`config.mk`:
```
export PLATFORM = sky130hd
export DESIGN_NAME = alu_sequencer_flat
export DESIGN_NICKNAME = d
export VERILOG_FILES = /design/src/rtl/alu_sequencer_pkg.sv /design/src/rtl/alu_sequencer_if.sv /design/src/rtl/alu_sequencer_bcd.sv /design/src/rtl/alu_sequencer.sv /design/src/flat_wrapper.sv
export SDC_FILE = /design/constraint.sdc
export NUM_CORES = 1
export LEC_CHECK = 0
export CAP_MARGIN = 5
export CORE_MARGIN = 2
export CORE_UTILIZATION = 45
export CTS_BUF_LIST = sky130_fd_sc_hd__clkbuf_16
export CTS_CLUSTER_SIZE = 25
export DETAILED_ROUTE_END_ITERATION = 12
export PLACE_DENSITY_LB_ADDON = 0.15
export SLEW_MARGIN = 20
export SYNTH_ARGS = -nofsm -noshare
export SYNTH_HDL_FRONTEND = slang
export SYNTH_SLANG_ARGS = --single-unit
```
`constraint.sdc`:
```
create_clock -name clk -period 3.7 [get_ports clk]
set_clock_uncertainty 0.15 [all_clocks]
set_input_delay 0.37 -clock clk [delete_from_list [all_inputs] [get_ports clk]]
set_output_delay 0.37 -clock clk [all_outputs]
set_load 0.05 [all_outputs]
```
`src/rtl/alu_sequencer_pkg.sv`:
```
// Shared definitions for the ALU sequencer: op codes, ALU control codes,
// P register bit positions, reset value and FSM state encoding.
package alu_sequencer_pkg;

  typedef enum logic [2:0] {
    OP_ADC   = 3'd0,
    OP_SBC   = 3'd1,
    OP_AND   = 3'd2,
    OP_ORA   = 3'd3,
    OP_EOR   = 3'd4,
    OP_LSR   = 3'd5,
    OP_CMP   = 3'd6,
    OP_ADD16 = 3'd7
  } op_e;

  localparam logic [2:0] ALU_SUM = 3'b000;
  localparam logic [2:0] ALU_OR  = 3'b001;
  localparam logic [2:0] ALU_XOR = 3'b010;
  localparam logic [2:0] ALU_AND = 3'b011;
  localparam logic [2:0] ALU_SR  = 3'b100;

  localparam int unsigned P_C = 0;
  localparam int unsigned P_Z = 1;
  localparam int unsigned P_I = 2;
  localparam int unsigned P_D = 3;
  localparam int unsigned P_B = 4;
  localparam int unsigned P_U = 5;
  localparam int unsigned P_V = 6;
  localparam int unsigned P_N = 7;

  localparam logic [7:0] P_RESET = 8'h24;

  typedef enum logic [1:0] {
    ST_IDLE,
    ST_PASS1,
    ST_PASS2,
    ST_DONE
  } state_e;

  function automatic logic two_pass(input op_e op, input logic dec);
    return (op == OP_ADD16) || (dec && (op == OP_ADC || op == OP_SBC));
  endfunction

endpackage

```
`src/rtl/alu_sequencer_if.sv`:
```
// Request/response handshake bundle between a requester and the ALU sequencer.
interface alu_sequencer_if;
  logic        req_valid;
  logic        req_ready;
  logic [2:0]  req_op;
  logic [7:0]  req_a;
  logic [7:0]  req_b;
  logic [7:0]  req_a_hi;
  logic        rsp_valid;
  logic        rsp_ready;
  logic [15:0] rsp_y;

  modport master (
    output req_valid, req_op, req_a, req_b, req_a_hi, rsp_ready,
    input  req_ready, rsp_valid, rsp_y
  );

  modport slave (
    input  req_valid, req_op, req_a, req_b, req_a_hi, rsp_ready,
    output req_ready, rsp_valid, rsp_y
  );
endinterface

```
`src/rtl/alu_sequencer_bcd.sv`:
```
// Decimal-mode correction for ADC/SBC: derives the second-pass addend and
// the final carry from the latched operands and the binary first pass.
module bcd_adjust (
  input  logic [7:0] a,
  input  logic [7:0] b,
  input  logic       c,
  input  logic [7:0] r1,
  input  logic       carry1,
  input  logic       sub,
  output logic [7:0] adj,
  output logic       c_final
);
  logic [4:0] lo_add;
  logic [4:0] hi_add;
  logic [4:0] lo_sub;
  logic       lo_dec;
  logic       hi_dec;
  logic       lo_borrow;

  // r1 is part of the adjust interface; nibble sums are rebuilt from the operands.
  logic unused_r1;
  assign unused_r1 = ^r1;

  always_comb begin
    lo_add    = {1'b0, a[3:0]} + {1'b0, b[3:0]} + {4'b0000, c};
    lo_dec    = lo_add > 5'd9;
    hi_add    = {1'b0, a[7:4]} + {1'b0, b[7:4]} + {4'b0000, lo_dec};
    hi_dec    = hi_add > 5'd9;
    lo_sub    = {1'b0, a[3:0]} + {1'b0, ~b[3:0]} + {4'b0000, c};
    lo_borrow = ~lo_sub[4];
    adj       = '0;
    c_final   = carry1;
    if (sub) begin
      adj = (lo_borrow ? 8'hFA : 8'h00) + (carry1 ? 8'h00 : 8'hA0);
    end else begin
      adj     = {(hi_dec ? 4'h6 : 4'h0), (lo_dec ? 4'h6 : 4'h0)};
      c_final = carry1 | hi_dec;
    end
  end
endmodule

```
`src/rtl/alu_sequencer.sv`:
```
// Sequences 8-bit ALU operations (with decimal adjust and 16-bit address add)
// over one or two passes through an external ALU and maintains the P register.
module alu_sequencer
  import alu_sequencer_pkg::*;
(
  input  logic            clk,
  input  logic            rst,
  alu_sequencer_if.slave  bus,
  input  logic            p_wr_en,
  input  logic [7:0]      p_wr_data,
  output logic [7:0]      p_out,
  output logic [2:0]      alu_ctrl,
  output logic [7:0]      alu_AI,
  output logic [7:0]      alu_BI,
  output logic            alu_carry,
  output logic            alu_BCD,
  input  logic [7:0]      alu_Y,
  input  logic [7:0]      alu_flags
);
  state_e      state_q, state_d;
  op_e         op_q;
  logic [7:0]  a_q, b_q, ahi_q, r1_q, p_q, p_upd, p_wr_val, bop, bcd_adj;
  logic        c_q, d_q, carry1_q, v1_q, v_now, bcd_c, accept, finish;
  logic [15:0] rsp_y_q, result;

  logic unused_flags;
  assign unused_flags = ^alu_flags[7:1];

  assign accept        = bus.req_valid && (state_q == ST_IDLE);
  assign bus.req_ready = (state_q == ST_IDLE);
  assign bus.rsp_valid = (state_q == ST_DONE);
  assign bus.rsp_y     = rsp_y_q;
  assign p_out         = p_q;
  assign alu_BCD       = 1'b0;
  assign finish        = (state_q == ST_PASS2) ||
                         (state_q == ST_PASS1 && !two_pass(op_q, d_q));

  bcd_adjust u_bcd (
    .a       (a_q),
    .b       (b_q),
    .c       (c_q),
    .r1      (r1_q),
    .carry1  (carry1_q),
    .sub     (op_q == OP_SBC),
    .adj     (bcd_adj),
    .c_final (bcd_c)
  );

  always_comb begin
    state_d   = state_q;
    alu_ctrl  = ALU_SUM;
    alu_AI    = '0;
    alu_BI    = '0;
    alu_carry = 1'b0;
    case (state_q)
      ST_IDLE: if (accept) state_d = ST_PASS1;
      ST_PASS1: begin
        state_d = two_pass(op_q, d_q) ? ST_PASS2 : ST_DONE;
        alu_AI  = a_q;
        case (op_q)
          OP_ADC:   begin alu_BI = b_q;  alu_carry = c_q;  end
          OP_SBC:   begin alu_BI = ~b_q; alu_carry = c_q;  end
          OP_CMP:   begin alu_BI = ~b_q; alu_carry = 1'b1; end
          OP_AND:   begin alu_ctrl = ALU_AND; alu_BI = b_q; end
          OP_ORA:   begin alu_ctrl = ALU_OR;  alu_BI = b_q; end
          OP_EOR:   begin alu_ctrl = ALU_XOR; alu_BI = b_q; end
          OP_LSR:   alu_ctrl = ALU_SR;
          OP_ADD16: alu_BI = b_q;
        endcase
      end
      ST_PASS2: begin
        state_d = ST_DONE;
        if (op_q == OP_ADD16) begin
          alu_AI    = ahi_q;
          alu_carry = carry1_q;
        end else begin
          alu_AI = r1_q;
          alu_BI = bcd_adj;
        end
      end
      ST_DONE: if (bus.rsp_ready) state_d = ST_IDLE;
    endcase
  end

  // Flags come from whichever pass finishes; V always reflects the binary first pass.
  always_comb begin
    p_wr_val      = p_wr_data;
    p_wr_val[P_U] = 1'b1;
    bop    = (op_q == OP_SBC) ? ~b_q : b_q;
    v_now  = (a_q[7] == bop[7]) && (alu_Y[7] != a_q[7]);
    p_upd  = p_q;
    result = {8'h00, alu_Y};
    case (op_q)
      OP_ADC, OP_SBC: begin
        p_upd[P_N] = alu_Y[7];
        p_upd[P_Z] = (alu_Y == 8'h00);
        p_upd[P_C] = (state_q == ST_PASS2) ? bcd_c : alu_flags[0];
        p_upd[P_V] = (state_q == ST_PASS2) ? v1_q : v_now;
      end
      OP_CMP: begin
        p_upd[P_N] = alu_Y[7];
        p_upd[P_Z] = (alu_Y == 8'h00);
        p_upd[P_C] = alu_flags[0];
        result     = {8'h00, a_q};
      end
      OP_AND, OP_ORA, OP_EOR: begin
        p_upd[P_N] = alu_Y[7];
        p_upd[P_Z] = (alu_Y == 8'h00);
      end
      OP_LSR: begin
        p_upd[P_N] = 1'b0;
        p_upd[P_Z] = (alu_Y == 8'h00);
        p_upd[P_C] = a_q[0];
      end
      OP_ADD16: result = {alu_Y, r1_q};
    endcase
  end

  always_ff @(posedge clk or posedge rst) begin
    if (rst) begin
      state_q  <= ST_IDLE;
      p_q      <= P_RESET;
      rsp_y_q  <= '0;
      op_q     <= OP_ADC;
      a_q      <= '0;
      b_q      <= '0;
      ahi_q    <= '0;
      c_q      <= 1'b0;
      d_q      <= 1'b0;
      r1_q     <= '0;
      carry1_q <= 1'b0;
      v1_q     <= 1'b0;
    end else begin
      state_q <= state_d;
      if (state_q == ST_IDLE && p_wr_en) p_q <= p_wr_val;
      if (accept) begin
        op_q  <= op_e'(bus.req_op);
        a_q   <= bus.req_a;
        b_q   <= bus.req_b;
        ahi_q <= bus.req_a_hi;
        c_q   <= p_wr_en ? p_wr_data[P_C] : p_q[P_C];
        d_q   <= p_wr_en ? p_wr_data[P_D] : p_q[P_D];
      end
      if (state_q == ST_PASS1) begin
        r1_q     <= alu_Y;
        carry1_q <= alu_flags[0];
        v1_q     <= v_now;
      end
      if (finish) begin
        p_q     <= p_upd;
        rsp_y_q <= result;
      end
    end
  end
endmodule

```
`src/flat_wrapper.sv`:
```
// flat-port wrapper written by rule: the top's interface ports become plain ports
module alu_sequencer_flat import alu_sequencer_pkg::*;
  (clk, rst, p_wr_en, p_wr_data, p_out, alu_ctrl, alu_AI, alu_BI, alu_carry, alu_BCD, alu_Y, alu_flags, bus_req_valid, bus_req_op, bus_req_a, bus_req_b, bus_req_a_hi, bus_rsp_ready, bus_req_ready, bus_rsp_valid, bus_rsp_y);
  alu_sequencer_if bus_i ();
  input  logic clk;
  input  logic rst;
  input  logic p_wr_en;
  input  logic [7:0] p_wr_data;
  output logic [7:0] p_out;
  output logic [2:0] alu_ctrl;
  output logic [7:0] alu_AI;
  output logic [7:0] alu_BI;
  output logic alu_carry;
  output logic alu_BCD;
  input  logic [7:0] alu_Y;
  input  logic [7:0] alu_flags;
  input wire logic [$bits(bus_i.req_valid)-1:0] bus_req_valid;
  input wire logic [$bits(bus_i.req_op)-1:0] bus_req_op;
  input wire logic [$bits(bus_i.req_a)-1:0] bus_req_a;
  input wire logic [$bits(bus_i.req_b)-1:0] bus_req_b;
  input wire logic [$bits(bus_i.req_a_hi)-1:0] bus_req_a_hi;
  input wire logic [$bits(bus_i.rsp_ready)-1:0] bus_rsp_ready;
  output wire logic [$bits(bus_i.req_ready)-1:0] bus_req_ready;
  output wire logic [$bits(bus_i.rsp_valid)-1:0] bus_rsp_valid;
  output wire logic [$bits(bus_i.rsp_y)-1:0] bus_rsp_y;
  assign bus_i.req_valid = bus_req_valid;
  assign bus_i.req_op = bus_req_op;
  assign bus_i.req_a = bus_req_a;
  assign bus_i.req_b = bus_req_b;
  assign bus_i.req_a_hi = bus_req_a_hi;
  assign bus_i.rsp_ready = bus_rsp_ready;
  assign bus_req_ready = bus_i.req_ready;
  assign bus_rsp_valid = bus_i.rsp_valid;
  assign bus_rsp_y = bus_i.rsp_y;
  alu_sequencer u_core (.clk(clk), .rst(rst), .bus(bus_i), .p_wr_en(p_wr_en), .p_wr_data(p_wr_data), .p_out(p_out), .alu_ctrl(alu_ctrl), .alu_AI(alu_AI), .alu_BI(alu_BI), .alu_carry(alu_carry), .alu_BCD(alu_BCD), .alu_Y(alu_Y), .alu_flags(alu_flags));
endmodule
```
## Word level (Yosys, flattened, before mapping)

Cells that the tools add are included.

- Logic and storage cells: 103
- Bits of input ports: 56
- Output and inout port bits: 47
- Register bits after elaboration: 64

- Multiplexer cells: 32
- Reduce and logical (&&, ||, !) cells: 24
- Equality and inequality tests: 18
- $add $sub $neg: 7
- Magnitude comparators: 2
- Bitwise logic cells: 4

Operator list:

| cell | count |
|---|---|
| two-way mux 8 bit | 8 |
| one-hot mux 8 bit (2 select lines) | 3 |
| one-hot mux 16 bit (2 select lines) | 1 |
| adder 4 x 4 -> 5 bit | 3 |
| adder 5 x 1 -> 5 bit | 3 |
| == test 3 bit, second input constant | 4 |
| one-hot mux 3 bit (4 select lines) | 1 |
| AND reduction 2 bit | 6 |
| greater-than comparator 5 x 4 -> 1 bit, second input constant | 2 |
| two-way mux 1 bit | 9 |
| two-way mux 3 bit | 3 |
| adder 8 bit | 1 |
| zero test 8 bit | 1 |
| inverter 8 bit | 1 |
| one-hot mux 2 bit (4 select lines) | 1 |
| OR reduction 7 bit | 1 |
| == test 3 x 2 -> 1 bit, second input constant | 2 |
| != test 2 bit, second input constant | 3 |
| one-hot mux 1 bit (2 select lines) | 3 |
| OR reduction 6 bit | 1 |
| logical AND 1 bit | 5 |
| OR reduction 5 bit | 1 |
| == test 2 bit, second input constant | 2 |
| two-way mux 2 bit | 2 |
| other kinds (17) | 20 |

## Longest topological paths before layout

- Depth in word-level cells: 10
- Depth in mapped cells: 14
- Gate-level depth less buffers: 14

## Hierarchy

From an unflattened synthesis, not the netlist that was laid out.

- Cell total of the unflattened synthesis: 410
- Area, all modules: 4,056.4 µm²

Modules (own cells, without submodules):

| module | sequential area each (µm²) | times used | cells an instance | area an instance (µm²) |
|---|---|---|---|---|
| alu_sequencer | 1,602.8 | 1 | 343 | 3,513.4 |
| bcd_adjust | 0.0 | 1 | 67 | 543.0 |

## Least setup slack after synthesis

Ideal clock, no wire load.

- Path type: register to output
- Start: register u_core.c_q
- End: output port alu_BI[5]
- Setup slack: -0.988 ns
- Cell stages (with the launch flop): 15
- Path buffers: 0
- Data arrival time: 4.168 ns
- Required time: 3.180 ns
- Cell sequence: dfrtp_1 > fa_1 > fa_1 > nor2_1 > o21ai_0 > nand4b_1 > and2_1 > fa_1 > inv_1 > fa_1 > o22a_1 > o221ai_1 > o31ai_1 > o21ai_0 > a21boi_0

- Longest elaborated chain between the ends: 8
- Elaborated cells on any way between the ends: 11
- Classes of those cells: add/sub: 4; order compare: 2; mux: 5

Ends and longest elaborated chain:

| element | RTL line | source |
|---|---|---|
| start, declared | alu_sequencer.sv:23 | `logic c_q, d_q, carry1_q, v1_q, v_now, bcd_c, accept, finish;` |
| start signal, assigned | alu_sequencer.sv:141 | `c_q <= p_wr_en ? p_wr_data[P_C] : p_q[P_C];` |
| adder 5 x 1 -> 5 bit | alu_sequencer_bcd.sv:25 | `lo_add = {1'b0, a[3:0]} + {1'b0, b[3:0]} + {4'b0000, c};` |
| greater-than comparator 5 x 4 -> 1 bit | alu_sequencer_bcd.sv:26 | `lo_dec = lo_add > 5'd9;` |
| adder 5 x 1 -> 5 bit | alu_sequencer_bcd.sv:27 | `hi_add = {1'b0, a[7:4]} + {1'b0, b[7:4]} + {4'b0000, lo_dec};` |
| greater-than comparator 5 x 4 -> 1 bit | alu_sequencer_bcd.sv:28 | `hi_dec = hi_add > 5'd9;` |
| two-way mux 3 bit | alu_sequencer_bcd.sv:36 | `adj = {(hi_dec ? 4'h6 : 4'h0), (lo_dec ? 4'h6 : 4'h0)};` |
| two-way mux 8 bit * | alu_sequencer_bcd.sv:33 | `if (sub) begin` |
| two-way mux 8 bit * | alu_sequencer.sv:73 | `if (op_q == OP_ADD16) begin` |
| one-hot mux 8 bit (2 select lines) * | alu_sequencer.sv:55 | `case (state_q)` |
| end, declared | flat_wrapper.sv:12 | `output logic [7:0] alu_BI;` |

Every way passes the cells marked *; elsewhere a longest branch is shown, timed or not.

## Worst setup path in the final report

- Start: register u_core.c_q
- End: output port alu_BI[6]

The elaborated chain is that of the path after synthesis.

==> metrics <==
Final Hold Vio Count=0; FF-to-FF End=u_core.p_out[0]; Post-Layout Inst Area=between 5000 and 6000 µm²; RSZ-0062 raised after global routing=yes; Worst-path clk slew=roughly 0.06 ns; global-route usage over all layers=24.0%; CTS tree=built; WS Path Type=reg -> out; crit path time final=approximately 4.5 ns; R2R setup slack=-0.30 ns; Gate Count Post-Synth=420; CTS Buf Count=9; worst path required time=roughly 3.2 ns; slew margin rel.=44.0%; Final Max Tran Viols=0; status=complete, but fails checks; Post-synth EDFFs=0; Initial DRC Count=approximately 260; YS warnings=0; n_diodes=0; GRT met2 Usage=between 30% and 40%; routed len/inst=between 15 and 20 µm; routed vias=3,610; initial core utilization=between 40% and 50%; die width=a little under 100 µm; crit path from=u_core.c_q; Area after DPL=about 5300 µm²; final RePlAce weighted congestion=roughly 0.9; die extent in y=~99 µm; maximum level of the CTS H-tree=3; layout cells sized above 1=around 22%; Final WS setup=-0.810 ns; Hold EP=u_core.bus.rsp_y[15]; global route total overflow=0; pin count of the biggest net entering global routing=65; GR Util met1=between 30 and 40%; failing checks=negative setup slack; Clock Sinks=64; first-pass GRT wire length=between 15,000 and 20,000 µm; final net count=~610; Core Area=~8800 µm²; Synth Register Bits=64; WP data arrival=between 3 and 4 ns; Clk Latency, worst-skew pair=approximately 0.33 ns; maximum clock path buffer count=2; vias in the first global route=about 3,600; Async S/R FF share, synth=100%; Worst Reg-to-Reg Cells=15; Synth Net Count=497; Top-Level Pins=between 100 and 150; Slew @ Worst Pin=0.838 ns; input/output buffers=92; met3 usage=3.62%; TritonRoute pass-1 iters=5; Vias/cell=approximately 5.6; DRC Markers=0; # Max-Cap Violations=0; Netlist cell types=between 50 and 60; Tcrit/Tclk final=122%; Post-DP HPWL=around 8000 µm; CP Max Fanout=3; synthesized area per cell=just under 10 µm²; Hold WC Path Type=reg -> reg; synthesized area=~4000 µm²; Worst Hold Depth=2; worst r2r src=u_core.c_q; Routed Antenna Nets=0; final setup violation count=5; num rows=34; Worst setup EP type=primary output; hold_sp=u_core.bus.rsp_y[15]; GRT busiest layer=met2; CP startpoint kind=flip-flop; hold buffer count at CTS=0; Max Fclk=about 220 MHz; share of the yosys chip area belonging to registers=approximately two fifths; DIE AREA=between 9000 and 10,000 µm²; Synth Flop Type=dfrtp_1; P&R area growth vs syn=39.6%; CTS Root Cell=clkbuf_16; antenna violations before repair=0; Post-Route WL=roughly 11,000 µm
cells in the final DEF, fill, tap and decap left out, types with 3 or more instances in the layout:
cell type / instances
xnor2_1: 10
dfrtp_1: 63
nor2_1: 23
clkdlybuf4s50_1: 83
a21o_1: 3
o22a_1: 4
fa_1: 3
o22ai_1: 3
ha_1: 16
a21oi_1: 23
o211ai_1: 4
nand2_1: 57
o21ai_0: 16
o21ai_1: 10
a211oi_1: 4
buf_4: 36
mux2_1: 3
clkbuf_16: 9
nor4_1: 3
inv_1: 18
nor3_1: 10
buf_12: 8
nor2b_1: 4
mux2i_1: 21
nand3_1: 13
mux2_2: 38
metal layers:
metal / vias up / wire length (µm) / part of all wire, %
li1: 1686 / - / -
met1: 1733 / 4850 / 43
met2: 166 / 5450 / 48
met3: 25 / 796 / 7.0
met4: 0 / 311 / 2.7
met5: - / 0 / 0
cell type report:
| class | instances | area [µm²] |
|---|---|---|
| Clock inverter | 7 | 63.8 |
| Multi-Input combinational cell | 311 | 2320 |
| Clock buffer | 9 | 225 |
| Timing Repair Buffer | 127 | 1260 |
| Fill cell | 751 | 3080 |
| Inverter | 18 | 67.6 |
| Tap cell | 108 | 135 |
| Sequential cell | 64 | 1600 |
critical path, cell delays in order, from the launching register on:
cell      delay, ns
dfrtp_1        0.40
fa_2           0.41
fa_1           0.53
nor2_1         0.05
o21ai_1        0.12
nand4b_1       0.16
and2_4         0.18
fa_2           0.34
inv_2          0.06
fa_1           0.42
o22a_1         0.21
o221ai_2       0.24
o31ai_4        0.11
o21ai_2        0.21
a21boi_4       0.09
buf_12         0.15
state kept, by name (all words and copies together) (netlist names):
| name | count |
|---|---|
| u_core.c_q | 1 |
| u_core.op_q | 3 |
| u_core.carry1_q | 1 |
| u_core.d_q | 1 |
| u_core.v1_q | 1 |
| u_core.r1_q | 8 |
| u_core.b_q | 8 |
| u_core.bus.rsp_y | 16 |
| u_core.a_q | 8 |
| u_core.ahi_q | 8 |
| u_core.state_q | 2 |
| u_core.p_out | 7 |
how the worst max path moves through the flow:
| stage | cells after the start | end |
|---|---|---|
| after detailed placement | 15 | alu_BI[6] |
| after global routing | 15 | alu_BI[6] |
| after CTS | 15 | alu_BI[6] |
| after global placement | 15 | alu_BI[6] |
| after floorplan | 13 | alu_BI[5] |
| final | 15 | alu_BI[6] |
metrics by stage:
step                      worst slack [ns]  cells  hold WS, ns  utilization [%]  setup TNS (ns)
after global placement              -0.366    617        0.301             60.2          -0.966
after detailed placement            -0.523    617        0.307             60.2           -1.38
after global routing                -0.954    644        0.339             64.8           -4.10
after floorplan                     -0.227    420        0.327                -          -0.453
after CTS                           -0.752    644        0.319             64.8           -3.05
final                               -0.810    644        0.311             64.8           -3.44
cells in the mapped netlist (all sizes together), types with 10 or more instances:
| cell type | n | area (µm²) |
|---|---|---|
| nand2 | 57 | 214 |
| o21ai | 28 | 140 |
| nand3 | 14 | 82.6 |
| nor2 | 25 | 104 |
| clkbuf | 11 | 41.3 |
| a21oi | 23 | 115 |
| buf | 16 | 96.3 |
| mux2 | 42 | 477 |
| dfrtp | 63 | 1580 |
| inv | 18 | 67.6 |
| ha | 16 | 200 |
| nor3 | 11 | 66.3 |
| mux2i | 21 | 210 |
| xnor2 | 10 | 87.6 |
kinds of logic after synthesis:
logic type / count (synthesis) / synth area share [%]
other: 2 / 0.185
AND/OR/NAND/NOR: 129 / 15.6
AO/OA/AOI/OAI: 86 / 13.3
buffers and inverters: 45 / 5.04
multiplexers: 63 / 16.9
flip-flops: 64 / 39.4
XOR/XNOR: 10 / 2.15
adder cells (fa/ha/maj): 21 / 7.38
timing repair:
item / in CTS / in global routing
setup buffers: 12 / 0
resized for setup: 8 / 1
pin swaps: 5 / 2
endpoints found under the setup margin: 3 / 5
Power is left out: the tool's default activity adds up to more than one toggle a clock period on the data nets, which glitch-free logic cannot reach.
